### src/rtl/mips_reg_scoreboard.sv
// Issue-side register scoreboard: tracks in-flight register writes, stalls on
// RAW/WAW hazards and flags same-cycle writeback bypass for decode.

module mips_reg_sb_cell (
  input  logic clk,
  input  logic rst,
  input  logic flush,
  input  logic set,
  input  logic clr,
  output logic pend_q,
  output logic pend_d
);
  // A new producer keeps the register pending even if the old value retires now.
  always_comb pend_d = flush ? 1'b0 : set ? 1'b1 : clr ? 1'b0 : pend_q;

  always_ff @(posedge clk or posedge rst)
    if (rst) pend_q <= 1'b0;
    else     pend_q <= pend_d;
endmodule

module mips_reg_scoreboard #(
  parameter int NREG = 32,
  parameter int AW   = 5,
  parameter int CNTW = 32
) (
  input  logic            clk,
  input  logic            rst,
  input  logic            flush_i,
  input  logic            issue_valid_i,
  output logic            issue_ready_o,
  input  logic [AW-1:0]   rs_addr_i,
  input  logic            rs_used_i,
  input  logic [AW-1:0]   rt_addr_i,
  input  logic            rt_used_i,
  input  logic [AW-1:0]   rd_addr_i,
  input  logic            rd_we_i,
  input  logic            wb_we_i,
  input  logic [AW-1:0]   wb_addr_i,
  output logic            fwd_rs_o,
  output logic            fwd_rt_o,
  output logic [NREG-1:0] pending_o,
  output logic [AW:0]     pending_cnt_o,
  output logic [CNTW-1:0] stall_cnt_o
);
  logic [NREG-1:0] pend, pend_nxt, wb_hit, busy, set_v;
  logic            raw_rs, raw_rt, waw, fire;
  logic [AW:0]     cnt_nxt;

  assign pend[0]     = 1'b0;
  assign pend_nxt[0] = 1'b0;
  assign wb_hit[0]   = 1'b0;
  assign set_v[0]    = 1'b0;

  genvar r;
  generate
    for (r = 1; r < NREG; r++) begin : g_reg
      assign wb_hit[r] = wb_we_i && (wb_addr_i == AW'(r));
      assign set_v[r]  = fire && rd_we_i && (rd_addr_i == AW'(r));
      mips_reg_sb_cell u_cell (
        .clk    (clk),
        .rst    (rst),
        .flush  (flush_i),
        .set    (set_v[r]),
        .clr    (wb_hit[r]),
        .pend_q (pend[r]),
        .pend_d (pend_nxt[r])
      );
    end
  endgenerate

  assign busy   = pend & ~wb_hit;
  assign raw_rs = rs_used_i && busy[rs_addr_i];
  assign raw_rt = rt_used_i && busy[rt_addr_i];
  assign waw    = rd_we_i && (rd_addr_i != '0) && busy[rd_addr_i];

  assign issue_ready_o = !flush_i && !raw_rs && !raw_rt && !waw;
  assign fire          = issue_valid_i && issue_ready_o;

  assign fwd_rs_o  = rs_used_i && pend[rs_addr_i] && wb_hit[rs_addr_i];
  assign fwd_rt_o  = rt_used_i && pend[rt_addr_i] && wb_hit[rt_addr_i];
  assign pending_o = pend;

  always_comb begin
    cnt_nxt = '0;
    for (int i = 0; i < NREG; i++)
      cnt_nxt = cnt_nxt + {{AW{1'b0}}, pend_nxt[i]};
  end

  always_ff @(posedge clk or posedge rst)
    if (rst) pending_cnt_o <= '0;
    else     pending_cnt_o <= cnt_nxt;

  always_ff @(posedge clk or posedge rst)
    if (rst)
      stall_cnt_o <= '0;
    else if (issue_valid_i && !issue_ready_o && (stall_cnt_o != '1))
      stall_cnt_o <= stall_cnt_o + CNTW'(1);
endmodule

### config.mk
export PLATFORM = sky130hd
export DESIGN_NAME = mips_reg_scoreboard
export DESIGN_NICKNAME = d
export VERILOG_FILES = /design/src/rtl/mips_reg_scoreboard.sv
export SDC_FILE = /design/constraint.sdc
export NUM_CORES = 1
export LEC_CHECK = 0
export ABC_AREA = 0
export CORE_ASPECT_RATIO = 1.1
export CORE_MARGIN = 2
export CORE_UTILIZATION = 25
export CTS_BUF_LIST = sky130_fd_sc_hd__clkbuf_4 sky130_fd_sc_hd__clkbuf_8
export CTS_CLUSTER_SIZE = 10
export DETAILED_ROUTE_END_ITERATION = 8
export HOLD_SLACK_MARGIN = 0.02
export SKIP_LAST_GASP = 1
export SLEW_MARGIN = 20
export SYNTH_ARGS = -nofsm -noshare
export SYNTH_HDL_FRONTEND = slang
export SYNTH_SLANG_ARGS = --single-unit
### constraint.sdc
create_clock -name clk -period 8.35 [get_ports clk]
set_input_delay 1.67 -clock clk [delete_from_list [all_inputs] [get_ports clk]]
set_output_delay 1.67 -clock clk [all_outputs]
set_load 0.02 [all_outputs]
==> impl_metrics.csv, run 1 <==
group,metric,value,unit
run_status,status,"completed",
route,vias,6609,
pwr,p_per_area,111.4,mW/mm2
yosys,synth_edf_count,0,
pwr,power_frac_comb,27.6,%
cts,clock-sinks,69,
die,die_w,155.5,um
pwr,p_int,0.6530,mW
route,drt_iter0_markers,530,
cts,cts_tree,"built",
yosys,syn_area,0.006315,mm2
global_routing,grt_max_degree,70,
sta,finalSetupViolations,0,
yosys,syn-num-nets,775,
pwr,swShare,32.76,%
place,detailed_place_hpwl,18.50,mm
yosys,yosysWarningCount,0,
route,avgViaCountPerCell,5.453,
route,ant_nets,0,
yosys,synthArstFlopShare,100.0,%
sta,tightest_slew,0.8954,ns
yosys,synth_top_area_share,27.34,%
pwr,power_frac_clock,32.4,%
sta,rsz0062_at_grt,"true",
finish,final_cell_area,0.008717,mm2
run,maxCapViolCount,0,
die,core,0.02503,mm2
cts,clk_pin_slew,0.08,ns
sta,fin_crit_sh,98.18,%
worst_setup_path,crit_type,"input port to register",
pwr,leakage,3.524,nW
sta,fin_skew,0.01467,ns
global_routing,grt-ovfl-total,0,
route,drc,0,
die,ios,101,
yosys,synth_cell_type_count,71,
yosys,synthCells,716,
die,rows,61,
worst_setup_path,worst_setup_path_start_kind,"input port",
cts,clk_latency,0.36,ns
finish,antenna_cells,0,
global_routing,antenna_found_initial,2,
worst_setup_path,crit_required,8.60,ns
finish,drive_above_1_share,25.86,%
pwr,seqPwrFrac,40.0,%
yosys,yosysMostFrequentCell,"dfrtp_1",
cts,root_buffer,"clkbuf_8",
yosys,synth_common_cells,"69 x dfrtp_1, 49 x nand2_1, 41 x nor2_1",
route,wl,24.68,mm
pwr,power.total,0.9712,mW
yosys,postSynthAreaPerCell,8.820,um2
yosys,ys_seq_elements,69,
sta,hold_viol_final,0,
cts,holdBufCountCts,0,
finish,fin_nets,951,
sta,period_minus_slack,8.198,ns
worst_setup_path,critPathCaptureType,"register",
place,gp_congestion,0.9624,
sta,fmax,0.1220,GHz
pwr,ir_drop,94.22,uV
cts,numCtsBuffers,9,
pwr,p_sw,0.3182,mW
die,start_util,25.22,%
min_path,min_path_type,"register to register",
sta,finalMaxSlewViolations,0,
cts,cts.path.max_buffers,2,
yosys,synth_area_leaders,"dfrtp_1 27%, fa_1 7.3%, xor2_1 4.2%, buf_4 4.0%, a22oi_1 3.7%",
worst_setup_path,arrival,8.44,ns
global_routing,grt_pass1_wl,37.71,mm
worst_setup_path,cp_max_fo,8,
sta,slew_headroom,40.31,%
yosys,synth_area_leader_cell,"dfrtp_1",
die,die_y,170.7,um
route,wl_per_cell,20.36,um
cts,cts.htree.levels,3,
finish,synthToLayoutAreaGrowth,38.04,%
route,drt_pass1_iterations,9,
finish,fillers,2591,
global_routing,track_usage,18.49,%
yosys,seq_area_frac_synth,27.34,%
die,dieArea,0.02655,mm2
place,placed_cell_area,0.008267,mm2
yosys,synth_ff_type,"dfrtp_1",
place,io_buffers,99,
global_routing,grt_pass1_vias,6527,
==> sequential cells by signal (all words and copies together), names as in the netlist <==
register / flops
stall_cnt_o: 32
g.u_cell.pend_q: 31
pending_cnt_o: 6
==> cell families (layout without fill, tap and decap cells) <==
group / count (synthesis) / in the layout / synth area share, %
AND/OR/NAND/NOR: 239 / 239 / 21.26
multiplexers: 25 / 25 / 5.112
AO/OA/AOI/OAI: 196 / 196 / 22.77
XOR/XNOR: 34 / 34 / 4.716
adder cells (fa/ha/maj): 31 / 31 / 8.877
buffers and inverters: 121 / 302 / 9.867
flip-flops: 69 / 69 / 27.34
other: 1 / 1 / 0.05938
==> area by class of cell <==
cell class                 count  area [um2]  share of cell area, %
inverter                      35       131.4                  1.507
tap                          315       394.1                  4.521
multi-input combinational    526        4069                  46.68
clock buffer                  11       138.9                  1.593
timing repair buffer         251        2172                  24.92
sequential                    69        1727                  19.81
clock inverter                 5       85.08                 0.9760
==> cell usage in the layout, fill, tap and decap left out, types with 4 or more instances in the layout <==
| cell | count |
|---|---|
| nand2_1 | 48 |
| nor2b_1 | 13 |
| o21ai_2 | 6 |
| o21ai_0 | 12 |
| and3_1 | 11 |
| nand3_1 | 20 |
| inv_1 | 33 |
| o32a_1 | 8 |
| clkbuf_8 | 9 |
| nand4b_1 | 4 |
| nand4_1 | 11 |
| mux4_2 | 5 |
| nor3_1 | 23 |
| nor4b_2 | 5 |
| ha_1 | 8 |
| nor2_1 | 41 |
| clkdlybuf4s50_1 | 91 |
| o2111ai_1 | 8 |
| a31oi_1 | 11 |
| o22a_1 | 19 |
| nand2b_1 | 7 |
| xor2_1 | 30 |
| and2_1 | 6 |
| mux2i_1 | 12 |
| o21ai_1 | 17 |
| fa_1 | 21 |
| a21oi_1 | 8 |
| mux2_2 | 8 |
| buf_4 | 148 |
| nor4_1 | 11 |
| o22ai_1 | 32 |
| o211ai_1 | 7 |
| o32ai_1 | 6 |
| buf_6 | 6 |
| nor4_2 | 4 |
| a22oi_1 | 31 |
| dfrtp_1 | 69 |
| or2_2 | 9 |
==> worst paths after layout <==
| path | endpoint | cells past startpoint | startpoint | slack (ns) |
|---|---|---|---|---|
| hold reg to reg | stall_cnt_o[23]$_DFFE_PP0P_ | 1 | stall_cnt_o[23]$_DFFE_PP0P_ | 0.49 |
| max in group asynchronous | g_reg[6].u_cell.pend_q$_DFF_PP0_ | 3 | rst | 5.87 |
| setup / recovery | pending_cnt_o[4]$_DFF_PP0_ | 25 | wb_addr_i[1] | 0.15 |
| hold / removal | stall_cnt_o[23]$_DFFE_PP0P_ | 1 | stall_cnt_o[23]$_DFFE_PP0P_ | 0.49 |
| setup reg to reg | pending_cnt_o[4]$_DFF_PP0_ | 22 | g_reg[4].u_cell.pend_q$_DFF_PP0_ | 1.60 |
| min in group asynchronous | stall_cnt_o[9]$_DFFE_PP0P_ | 3 | rst | 1.88 |
==> metrics by stage <==
step	cells	setup WS, ns	hold slack (ns)	util, %	TNS, ns
after floorplan	716	0.1040	0.5887	-	0
after detailed placement	1184	-0.7934	0.4738	33.02	-3.425
final	1212	0.1523	0.4922	34.82	0
after CTS	1203	0.003386	0.4953	34.19	0
after global routing	1212	-0.07449	0.5192	34.82	-0.07449
after global placement	1184	-0.7290	0.4745	33.02	-3.043
==> layer usage <==
metal  GRT usage [%]  share of wire (%)
met1           24.53                 42
met2           28.55                 45
met3           4.255                9.2
met4           8.616                4.1
met5               0                  0
==> power by group through the flow <==
stage | Sequential (mW) | Combinational [mW] | Clock (mW)
final | 0.388 | 0.269 | 0.315
after detailed placement | 0.393 | 0.257 | 0
after global routing | 0.392 | 0.288 | 0.340
after floorplan | 0.413 | 0.111 | 0
after CTS | 0.388 | 0.261 | 0.321
after global placement | 0.393 | 0.256 | 0
==> timing repair <==
item	CTS	global route
resized for setup	22	51
endpoints found under the setup margin	5	5
pin swaps	6	28
endpoints found under the hold margin	0	0
buffers inserted	3	10
==> critical path, cell delays in order <==
cell,delay (ns)
buf_12,0.10
or4b_4,0.59
buf_6,0.14
o21ai_2,0.13
buf_4,0.12
buf_4,0.12
mux4_2,0.23
nor2b_1,0.05
nor4_2,0.30
o211a_4,0.24
nand3_4,0.13
buf_6,0.15
o32a_1,0.30
fa_1,0.56
fa_1,0.46
fa_1,0.52
fa_1,0.54
fa_1,0.43
fa_1,0.50
fa_2,0.40
fa_2,0.42
inv_2,0.05
a21o_1,0.11
a21oi_2,0.05
xnor2_1,0.12
Power figures use the tool's default switching activity.
==> inputs of run 2 (changes only) <==
- ABC_CLOCK_PERIOD_IN_PS: not set -> 8350
==> results of run 2 <==
The final DEF is identical to that of run 1; final timing and power are the same.
==> inputs of run 3 (changes only) <==
- DONT_BUFFER_PORTS: not set -> 1
==> impl_metrics.csv, run 3 (synthesis gave the netlist of run 1 again) <==
group,metric,value,unit
global_routing,gr-usage-met1,20.63,%
worst_setup_path,crit_required,8.60,ns
sta,tightest_slew,0.9055,ns
finish,largestRegisters,"stall_cnt_o x32, g.u_cell.pend_q x31, pending_cnt_o x6",
pwr,p_per_area,118.1,mW/mm2
finish,final_cells,1023,
sta,finalSetupViolations,0,
finish,antenna_cells,0,
cts,cts.htree.levels,3,
sta,slew_headroom,39.63,%
finish,multiInputGateArea,0.003984,mm2
finish,fin_nets,763,
sta,fin_crit_sh,96.60,%
pwr,leakage,2.658,nW
die,die_w,155.5,um
place,detailed_place_hpwl,16.39,mm
worst_setup_path,r2r_slack,1.50,ns
finish,drive_above_1_share,17.09,%
worst_setup_path,r2r-start,"g_reg[21].u_cell.pend_q$_DFF_PP0_",
global_routing,grt_pass1_vias,5546,
worst_setup_path,arrival,8.31,ns
place,pre_cts_ws,-0.2058,ns
sta,fin_skew,0.01326,ns
die,rows,61,
die,core,0.02503,mm2
route,avgViaCountPerCell,5.675,
place,gp_congestion,0.9312,
pwr,ir_drop,97.84,uV
cts,numCtsBuffers,9,
worst_setup_path,crit_type,"input port to register",
run_status,status,"completed",
die,ios,101,
global_routing,grt_pass1_wl,33.23,mm
route,drc,0,
global_routing,grt_max_degree,70,
pwr,power_frac_comb,14.1,%
cts,clk_latency,0.37,ns
worst_setup_path,worst_setup_path_start_kind,"input port",
finish,post-route-util,27.57,%
finish,largest_register_ffs,32,
pwr,swShare,33.24,%
die,die_y,170.7,um
route,drt_iter0_markers,515,
global_routing,grt-ovfl-total,0,
sta,rsz0062_at_grt,"false",
cts,root_buffer,"clkbuf_8",
place,placed_cell_area,0.006668,mm2
worst_setup_path,reg2reg_depth,23,
die,start_util,25.22,%
pwr,power_frac_clock,34.3,%
worst_setup_path,startpoint,"wb_addr_i[0]",
cts,cts_tree,"built",
route,wl_per_cell,21.59,um
route,drt_pass1_iterations,5,
global_routing,grt_util_met2,24.86,%
sta,finalMaxSlewViolations,0,
finish,seqCellArea,0.001727,mm2
finish,final_cell_mix,"69 x dfrtp_1, 63 x buf_4, 49 x nand2_1",
sta,fmax,0.1240,GHz
sta,hold_viol_final,0,
route,vias,5806,
global_routing,track_usage,16.36,%
cts,clk_pin_slew,0.07,ns
die,dieArea,0.02655,mm2
finish,regMostFlops,"stall_cnt_o",
min_path,hold_path_depth,1,
global_routing,antenna_found_initial,0,
cts,cts.path.max_buffers,2,
pwr,p_sw,0.2710,mW
worst_setup_path,cp_max_fo,19,
cts,clock-sinks,69,
global_routing,grtUsageMet3,5.902,%
worst_setup_path,critPathCaptureType,"register",
worst_setup_path,rr_endpoint,"pending_cnt_o[4]$_DFF_PP0_",
sta,period_minus_slack,8.066,ns
sta,layout_setup_ws,0.2843,ns
sta,holdWs,0.6230,ns
place,placed_cells,1005,
pwr,seqPwrFrac,51.6,%
pwr,p_int,0.5444,mW
place,io_buffers,0,
finish,mostFrequentLayoutCell,"dfrtp_1",
route,wl,22.09,mm
global_routing,grt.busiest_layer,"met2",
min_path,min_from,"stall_cnt_o[23]$_DFFE_PP0P_",
min_path,min_path_type,"register to register",
finish,synthToLayoutAreaGrowth,9.312,%
run,maxCapViolCount,0,
min_path,whs_endpoint,"stall_cnt_o[23]$_DFFE_PP0P_",
finish,final_cell_area,0.006903,mm2
route,ant_nets,0,
finish,fillers,2696,
## run 3: cell types whose count changed in the layout (fill, tap and decap cells not counted), moves of 3 or more
cell             before  now
o21ai_0              12   20
clkdlybuf4s50_1      91    0
o21ai_2               6    1
dlymetal6s2s_1        3    0
buf_6                 6    0
buf_4               148   63
## run 3: per-stage QoR
stage	setup TNS, ns	total power, mW
2_1_floorplan	0	0.5244
3_3_place_gp	-0.3877	0.5383
3_5_place_dp	-0.3158	0.5399
4_1_cts	0	0.8236
5_1_grt	0	0.8554
6_report	0	0.8155
## run 3: per-layer routing
metal  vias to the layer above  wire, um  share of wire, %
li1                       2613         -                 -
met1                      2776      8789                40
met2                       358      9589                43
met3                        59      2814                13
met4                         0       895               4.1
met5                         -         0                 0
## run 3: area by class of cell
class                           instances  area share, %
Inverter                               35          1.903
Tap cell                              315          5.710
Clock inverter                          5         0.9063
Timing Repair Buffer                   63          6.852
Sequential cell                        69          25.01
Multi-Input combinational cell        526          57.71
Clock buffer                           10          1.903
## run 3: worst max-delay path by stage
| stage | cells past startpoint | endpoint | slack, ns |
|---|---|---|---|
| after CTS | 24 | pending_cnt_o[4]$_DFF_PP0_ | 0.18 |
| after floorplan | 25 | pending_cnt_o[4]$_DFF_PP0_ | 0.10 |
| after detailed placement | 24 | pending_cnt_o[4]$_DFF_PP0_ | -0.21 |
| after global placement | 24 | pending_cnt_o[4]$_DFF_PP0_ | -0.24 |
| after global routing | 22 | pending_cnt_o[4]$_DFF_PP0_ | 0.01 |
| final | 25 | pending_cnt_o[4]$_DFF_PP0_ | 0.28 |
## run 3: worst max-delay path: stages
cell and delay, ns:
nand4bb_1 0.28, buf_4 0.23, o21ai_0 0.31, buf_4 0.18, mux2i_1 0.06, a22oi_1 0.19, o311ai_0 0.15, a31oi_1 0.18
o211a_1 0.28, nand3_4 0.18, o32a_1 0.39, fa_1 0.51, inv_1 0.05, fa_1 0.48, inv_1 0.05, fa_1 0.46
fa_1 0.50, fa_1 0.53, fa_1 0.42, fa_1 0.42, fa_1 0.41, inv_1 0.07, a21o_1 0.10, a21oi_1 0.07
xnor2_1 0.13
## run 3: timing repair
item	4_1_cts	5_1_grt
hold buffers	0	0
resized for setup	0	8
buffers inserted	0	3
setup endpoints to repair	0	2
hold endpoints to repair	0	0
## run 3: power groups by stage
| stage | combinational (mW) | sequential [mW] | clock (mW) |
|---|---|---|---|
| 2_1_floorplan | 0.111 | 0.413 | 0 |
| 3_3_place_gp | 0.111 | 0.427 | 0 |
| 3_5_place_dp | 0.113 | 0.427 | 0 |
| 4_1_cts | 0.113 | 0.421 | 0.289 |
| 5_1_grt | 0.128 | 0.427 | 0.301 |
| 6_report | 0.115 | 0.421 | 0.280 |
